File: src/rtl/divider_seq_n_bits.sv
// divider_seq_n_bits: iterative unsigned restoring divider, one quotient bit per clock
module divider_seq_n_bits #(
    parameter int N = 4
) (
    input  logic         clk,
    input  logic         rst_n,
    input  logic         start,
    input  logic [N-1:0] A,
    input  logic [N-1:0] B,
    output logic [N-1:0] Q,
    output logic [N-1:0] R,
    output logic         busy,
    output logic         done,
    output logic         dbz
);
    localparam int CW = $clog2(N + 1);
    typedef enum logic [1:0] {IDLE, RUN, DONE} state_t;
    state_t state, state_n;
    logic [N-1:0] d, v, p, p_n, d_n;
    logic [N:0] sh, t;
    logic [CW-1:0] cnt;
    logic accept, last;
    // trial subtraction of the shifted partial remainder and next-state decode
    always_comb begin
        sh = {p, d[N-1]};
        t = sh - {1'b0, v};
        p_n = t[N] ? sh[N-1:0] : t[N-1:0];
        d_n = {d[N-2:0], ~t[N]};
        accept = start && state != RUN;
        last = state == RUN && cnt == CW'(1);
        state_n = accept ? (B == '0 ? DONE : RUN) : state == RUN ? (last ? DONE : RUN) : IDLE;
    end
    // state, iteration datapath and registered results
    always_ff @(posedge clk) begin
        if (!rst_n) begin
            state <= IDLE;
            busy <= 1'b0;
            done <= 1'b0;
            dbz <= 1'b0;
            Q <= '0;
            R <= '0;
            d <= '0;
            v <= '0;
            p <= '0;
            cnt <= '0;
        end else begin
            state <= state_n;
            busy <= state_n == RUN;
            done <= state_n == DONE;
            if (accept) begin
                if (B == '0) begin
                    Q <= '1;
                    R <= A;
                    dbz <= 1'b1;
                end else begin
                    d <= A;
                    v <= B;
                    p <= '0;
                    cnt <= CW'(N);
                end
            end else if (state == RUN) begin
                p <= p_n;
                d <= d_n;
                cnt <= cnt - CW'(1);
                if (last) begin
                    Q <= d_n;
                    R <= p_n;
                    dbz <= 1'b0;
                end
            end
        end
    end
endmodule

File: config.mk
export PLATFORM = sky130hd
export DESIGN_NAME = divider_seq_n_bits
export DESIGN_NICKNAME = d
export VERILOG_FILES = /design/src/rtl/divider_seq_n_bits.sv
export SDC_FILE = /design/constraint.sdc
export NUM_CORES = 1
export LEC_CHECK = 0
export BUFFER_PORTS_ARGS = -buffer_cell sky130_fd_sc_hd__buf_2
export CAP_MARGIN = 30
export CELL_PAD_IN_SITES_DETAIL_PLACEMENT = 1
export CELL_PAD_IN_SITES_GLOBAL_PLACEMENT = 1
export CORE_MARGIN = 2
export CORE_UTILIZATION = 41
export CTS_CLUSTER_DIAMETER = 30
export CTS_CLUSTER_SIZE = 12
export DETAILED_ROUTE_END_ITERATION = 8
export GPL_ROUTABILITY_DRIVEN = 0
export PLACE_DENSITY = 0.77
export SYNTH_ARGS = -nofsm -noshare
export SYNTH_HDL_FRONTEND = slang
export SYNTH_SLANG_ARGS = --single-unit
File: constraint.sdc
create_clock -name clk -period 2.7 [get_ports clk]
set_input_delay 0.135 -clock clk [delete_from_list [all_inputs] [get_ports clk]]
set_output_delay 0.135 -clock clk [all_outputs]
set_load 0.005 [all_outputs]
Word-level counts from Yosys, hierarchy flattened
Cells that the tools add are included.
{ "op_classes": {"n_eq_ne": 7, "n_addsub": 2, "muxes": 26, "reduce_logical": 8, "bitwise_logic": 2} }
{ "op_table": {"columns": ["op", "count"], "rows": [
  ["$mux 4", 15],
  ["$mux 3", 3],
  ["$mux 2", 4],
  ["$sub 5x4->5", 1],
  ["$eq 2x1->1 const B", 2],
  ["$logic_not 4->1", 1],
  ["$mux 1", 4],
  ["$ne 2x1->1 const B", 2],
  ["$reduce_and 2->1", 2],
  ["$reduce_bool 2->1", 2],
  ["$eq 3x1->1 const B", 1],
  ["$reduce_and 3->1", 1],
  ["$sub 3x1->3 const B", 1],
  ["$eq 2x2->1 const B", 1],
  ["$logic_and 1x1->1", 2],
  ["$ne 2x2->1 const B", 1],
  ["$not 1->1", 2]
]} }
{ "word_totals": {"reg_bits": 28, "out_inout_bits": 11, "inputBits": 11} }

Logic depth before layout (Yosys ltp)
{ "depth": {"depth_word": 6, "ltp_mapped": 8} }

Worst setup path after synthesis
No wires, ideal clock.
{ "synth_path": {"path_kind": "reg2reg", "start": "register d[3]", "end": "register p[1]", "path_stages_with_launch": 9, "path_slack_ns": 0.521, "n_path_buf": 0, "period_less_slack_ns": 2.179, "setup_ns": 0.075, "arrival_ns": 2.105, "cell_sequence": "dfxtp_1 -> inv_1 -> ha_1 -> fa_1 -> nand2b_1 -> a21oi_1 -> xor2_2 -> mux2_2 -> o22ai_1"} }
{ "synth_between": {"elab_chain_cells": 4} }
{ "synth_rtl": {"columns": ["element", "line", "source"], "rows": [
  ["from (decl)", "19", "logic [N-1:0] d, v, p, p_n, d_n;"],
  ["from (signal assigned)", "63", "d <= d_n;"],
  ["$sub 5x4->5", "26", "t = sh - {1'b0, v};"],
  ["$mux 4", "27", "p_n = t[N] ? sh[N-1:0] : t[N-1:0];"],
  ["$mux 4", "61", "end else if (state == RUN) begin"],
  ["$mux 4", "50", "if (accept) begin"],
  ["to (signal assigned)", "62", "p <= p_n;"],
  ["to (decl)", "19", null]
]} }
No other way between the ends. The select of a mux whose other input is x is not followed.
A chain may end at the register's enable or synchronous reset.

Worst setup path in the final report
Ends and elaborated chain as after synthesis.

==> reports/metrics.yaml <==
status:
  outcome: "completed"
placement:
  placed_cell_area_um2: 1490
  io_buffer_count: 21
  dpl.hpwl_um: 2540
  place_ws_ns: 0.248
floorplan:
  die_area_um2: 3780
  die_x_um: 61.5
  coreArea_um2: 3100
  io_pins: 22
  rows: 20
  die_h_um: 61.5
  start_util_pct: 43.6
synth:
  yosys-top-cells-area: "dfxtp_1, ha_1, nand2_1, o221a_1, nor2b_1"
  synth_ff_type: "dfxtp_1"
  synthXorXnorAreaFrac_pct: 3.79
  synth-adder-area-share_pct: 7.02
  synth_top_area_share_pct: 41.4
  synthSimpleGateAreaFrac_pct: 19.9
  synth_top_family_by_area: "compound AO/OA/AOI/OAI gates"
  muxShareOfSynthArea_pct: 2.40
  synth_area_leader_cell: "dfxtp_1"
  synth_cells: 147
  synth_area_per_cell_um2: 9.21
  synth_nets: 165
  ys_types: 38
  syn_area_um2: 1350
  ys_warn_count: 0
  ys_ff_latch: 28
  async_reset_ff_share_pct: 0
  synth-edff-count: 0
  seq_area_frac_synth_pct: 41.4
  synth_compound_area_share_pct: 20.6
route:
  num_vias: 1134
  route.detailed.drc: 0
  final_antenna_net_count: 0
  drt_iter0_drc: 32
  vias_per_cell: 5.37
  wl_per_cell_um: 15.8
  drtPass1Iterations: 4
  finalWirelength_um: 3340
worst_setup_path:
  cpLargestDelayFamily: "adder cells"
  reg2reg_slack_ns: 0.19
  cp.arrival_ns: 2.77
  timing.rr.end: "p[1]$_SDFFE_PN0P_"
  slowest_delay_ns: 0.41
  cp_cell_sequence: "inv_1, ha_1, fa_1, nand2b_1, a21oi_1, xor2_2, mux2_2, o22ai_1"
  start_kind: "register"
  path_buf_inv: 1
  reg2reg_from: "d[3]$_SDFFE_PN0P_"
  reg2reg_depth: 8
  crit_required_ns: 2.97
  cp_max_fo: 8
  worst_setup_path_end_kind: "register"
  path_class: "reg -> reg"
  cp_slowest_cell: "fa_1"
global_route:
  grt_start_max_net_pins: 34
  antenna_found_initial: 0
  overflow: 0
  grt_pass1_wl_um: 5620
  grt_pass1_vias: 1197
  track_usage_pct: 20.6
clock_network:
  cts-root-buf: "clkbuf_4"
  cts_tree: "done"
  cts.sinks: 28
  cts_resized: 0
  htreeDepth: 1
  cts_max_path_buffers: 2
  cts.clk_slew.worst_paths_ns: 0.16
  hold_buffers: 0
  post_cts_buffers: 0
  clk_latency_ns: 0.34
  cts-buffers-inserted: 3
run:
  maxCapViolations: 0
layout:
  nNetsFinal: 186
  layout-drive-gt1-share_pct: 19.8
  fin_area_um2: 1530
  area_delta_synth_final_pct: 12.7
  fill_cells: 392
  utilization_pct: 49.2
  diodes: 0
timing:
  rsz0062_at_grt: "no"
  fin_crit_ns: 2.51
  timing.fmax_ghz: 0.399
  skew_ns: 0.00740
  relSlewSlack_pct: 64.8
  finalSetupViolCount: 0
  period_share_pct: 92.8
  maxSlewViolCount: 0
  fin_ws_ns: 0.193
  final-hold-violation-count: 0
  final.setup.tns_ns: 0
  tightest_slew_ns: 0.527
hold_path:
  min_from: "B[2]"
  worst_hold_path_type: "in -> reg"
  hold_depth: 3
  worst_hold_path.endpoint: "v[2]$_SDFFE_PN0P_"
power_and_ir_drop:
  total_power_uw: 864
  powerDensity_nw_per_um2: 566
  peakVddDrop_uv: 300
  leakagePower_uw: 0.000660
==> worst max-delay path by stage <==
stage,from,end,slack (ns),depth (start not counted)
after floorplan,d[3]$_SDFFE_PN0P_,p[1]$_SDFFE_PN0P_,0.52,8
after global placement,d[3]$_SDFFE_PN0P_,p[0]$_SDFFE_PN0P_,0.41,8
after detailed placement,d[3]$_SDFFE_PN0P_,p[1]$_SDFFE_PN0P_,0.25,8
after CTS,d[3]$_SDFFE_PN0P_,p[1]$_SDFFE_PN0P_,0.20,8
after global routing,d[3]$_SDFFE_PN0P_,p[1]$_SDFFE_PN0P_,0.09,8
final,d[3]$_SDFFE_PN0P_,p[1]$_SDFFE_PN0P_,0.19,8
==> routing by layer <==
metal | vias up | routed length [um] | GRT usage, %
met1 | 549 | 1460 | 25.1
met2 | 22 | 1720 | 36.9
met4 | 0 | 35 | 6.99
met5 | - | 0 | 0
met3 | 6 | 119 | 2.94
li1 | 557 | - | -
==> cells by family after synthesis <==
group                      after synthesis
buffers and inverters                   15
and+or+nand+nor                         53
DFF                                     28
AOI/OAI and AO/OA                       36
muxes                                    3
xor gates and xnor gates                 5
adders and majority gates                7
==> power breakdown <==
| group | switching (uW) | internal [uW] |
|---|---|---|
| logic | 110 | 81.8 |
| registers | 18.7 | 441 |
| clock network | 130 | 82.7 |
| total | 258 | 606 |
==> cells in the final DEF (no fill, tap or decap), types with 2 or more instances in the layout <==
master	Yosys	routed
a21oi_1	8	8
a22oi_1	4	4
a31oi_1	2	2
and2_1	4	4
and3_1	4	4
buf_2	2	21
clkbuf_4	0	3
dfxtp_1	28	28
ha_1	6	6
inv_1	9	9
mux2_2	2	2
nand2_1	19	19
nand2b_1	2	2
nand3_1	3	3
nor2_1	9	9
nor2b_1	7	7
o211a_1	3	3
o21ai_0	2	2
o21ai_1	2	2
o221a_1	4	4
o22ai_1	5	5
xnor2_1	2	2
xor2_1	2	2
==> worst min-delay path, delay by kind of cell <==
kind            cells  cell delay, ns
compound gates      1            0.07
buf+inv             1            0.09
simple gates        1            0.10
==> stage by stage <==
step | hold WS [ns] | instances
after floorplan | 0.304 | 147
after global placement | 0.421 | 207
after detailed placement | 0.439 | 207
after CTS | 0.0816 | 211
after global routing | 0.0937 | 211
final | 0.0860 | 211
==> sequential cells by signal (all words and copies together), names as in the netlist <==
signal and count:
done 1, R 4, cnt 3, state 2
busy 1, dbz 1, Q 4, d 4
v 4, p 4
==> cell type report <==
cell class                      instances  area [um^2]  area share (%)
Multi-Input combinational cell        104          727            47.7
Inverter                                9         33.8            2.21
Timing Repair Buffer                   22          113            7.38
Sequential cell                        28          561            36.8
Tap cell                               44         55.1            3.61
Clock buffer                            4         36.3            2.38
==> cells in the mapped netlist (all sizes together), types with 2 or more instances <==
library cell  count
dfxtp            28
clkbuf            3
nand3             3
a21oi             8
and3              4
nand2            19
and2              4
o22ai             5
nor2             10
o211a             3
a22oi             4
inv               9
mux2              2
buf               3
o221a             4
a31oi             2
o21ai             4
xnor2             2
ha                6
nand2b            2
xor2              3
nor2b             7
(Power assumes the default switching activity.)
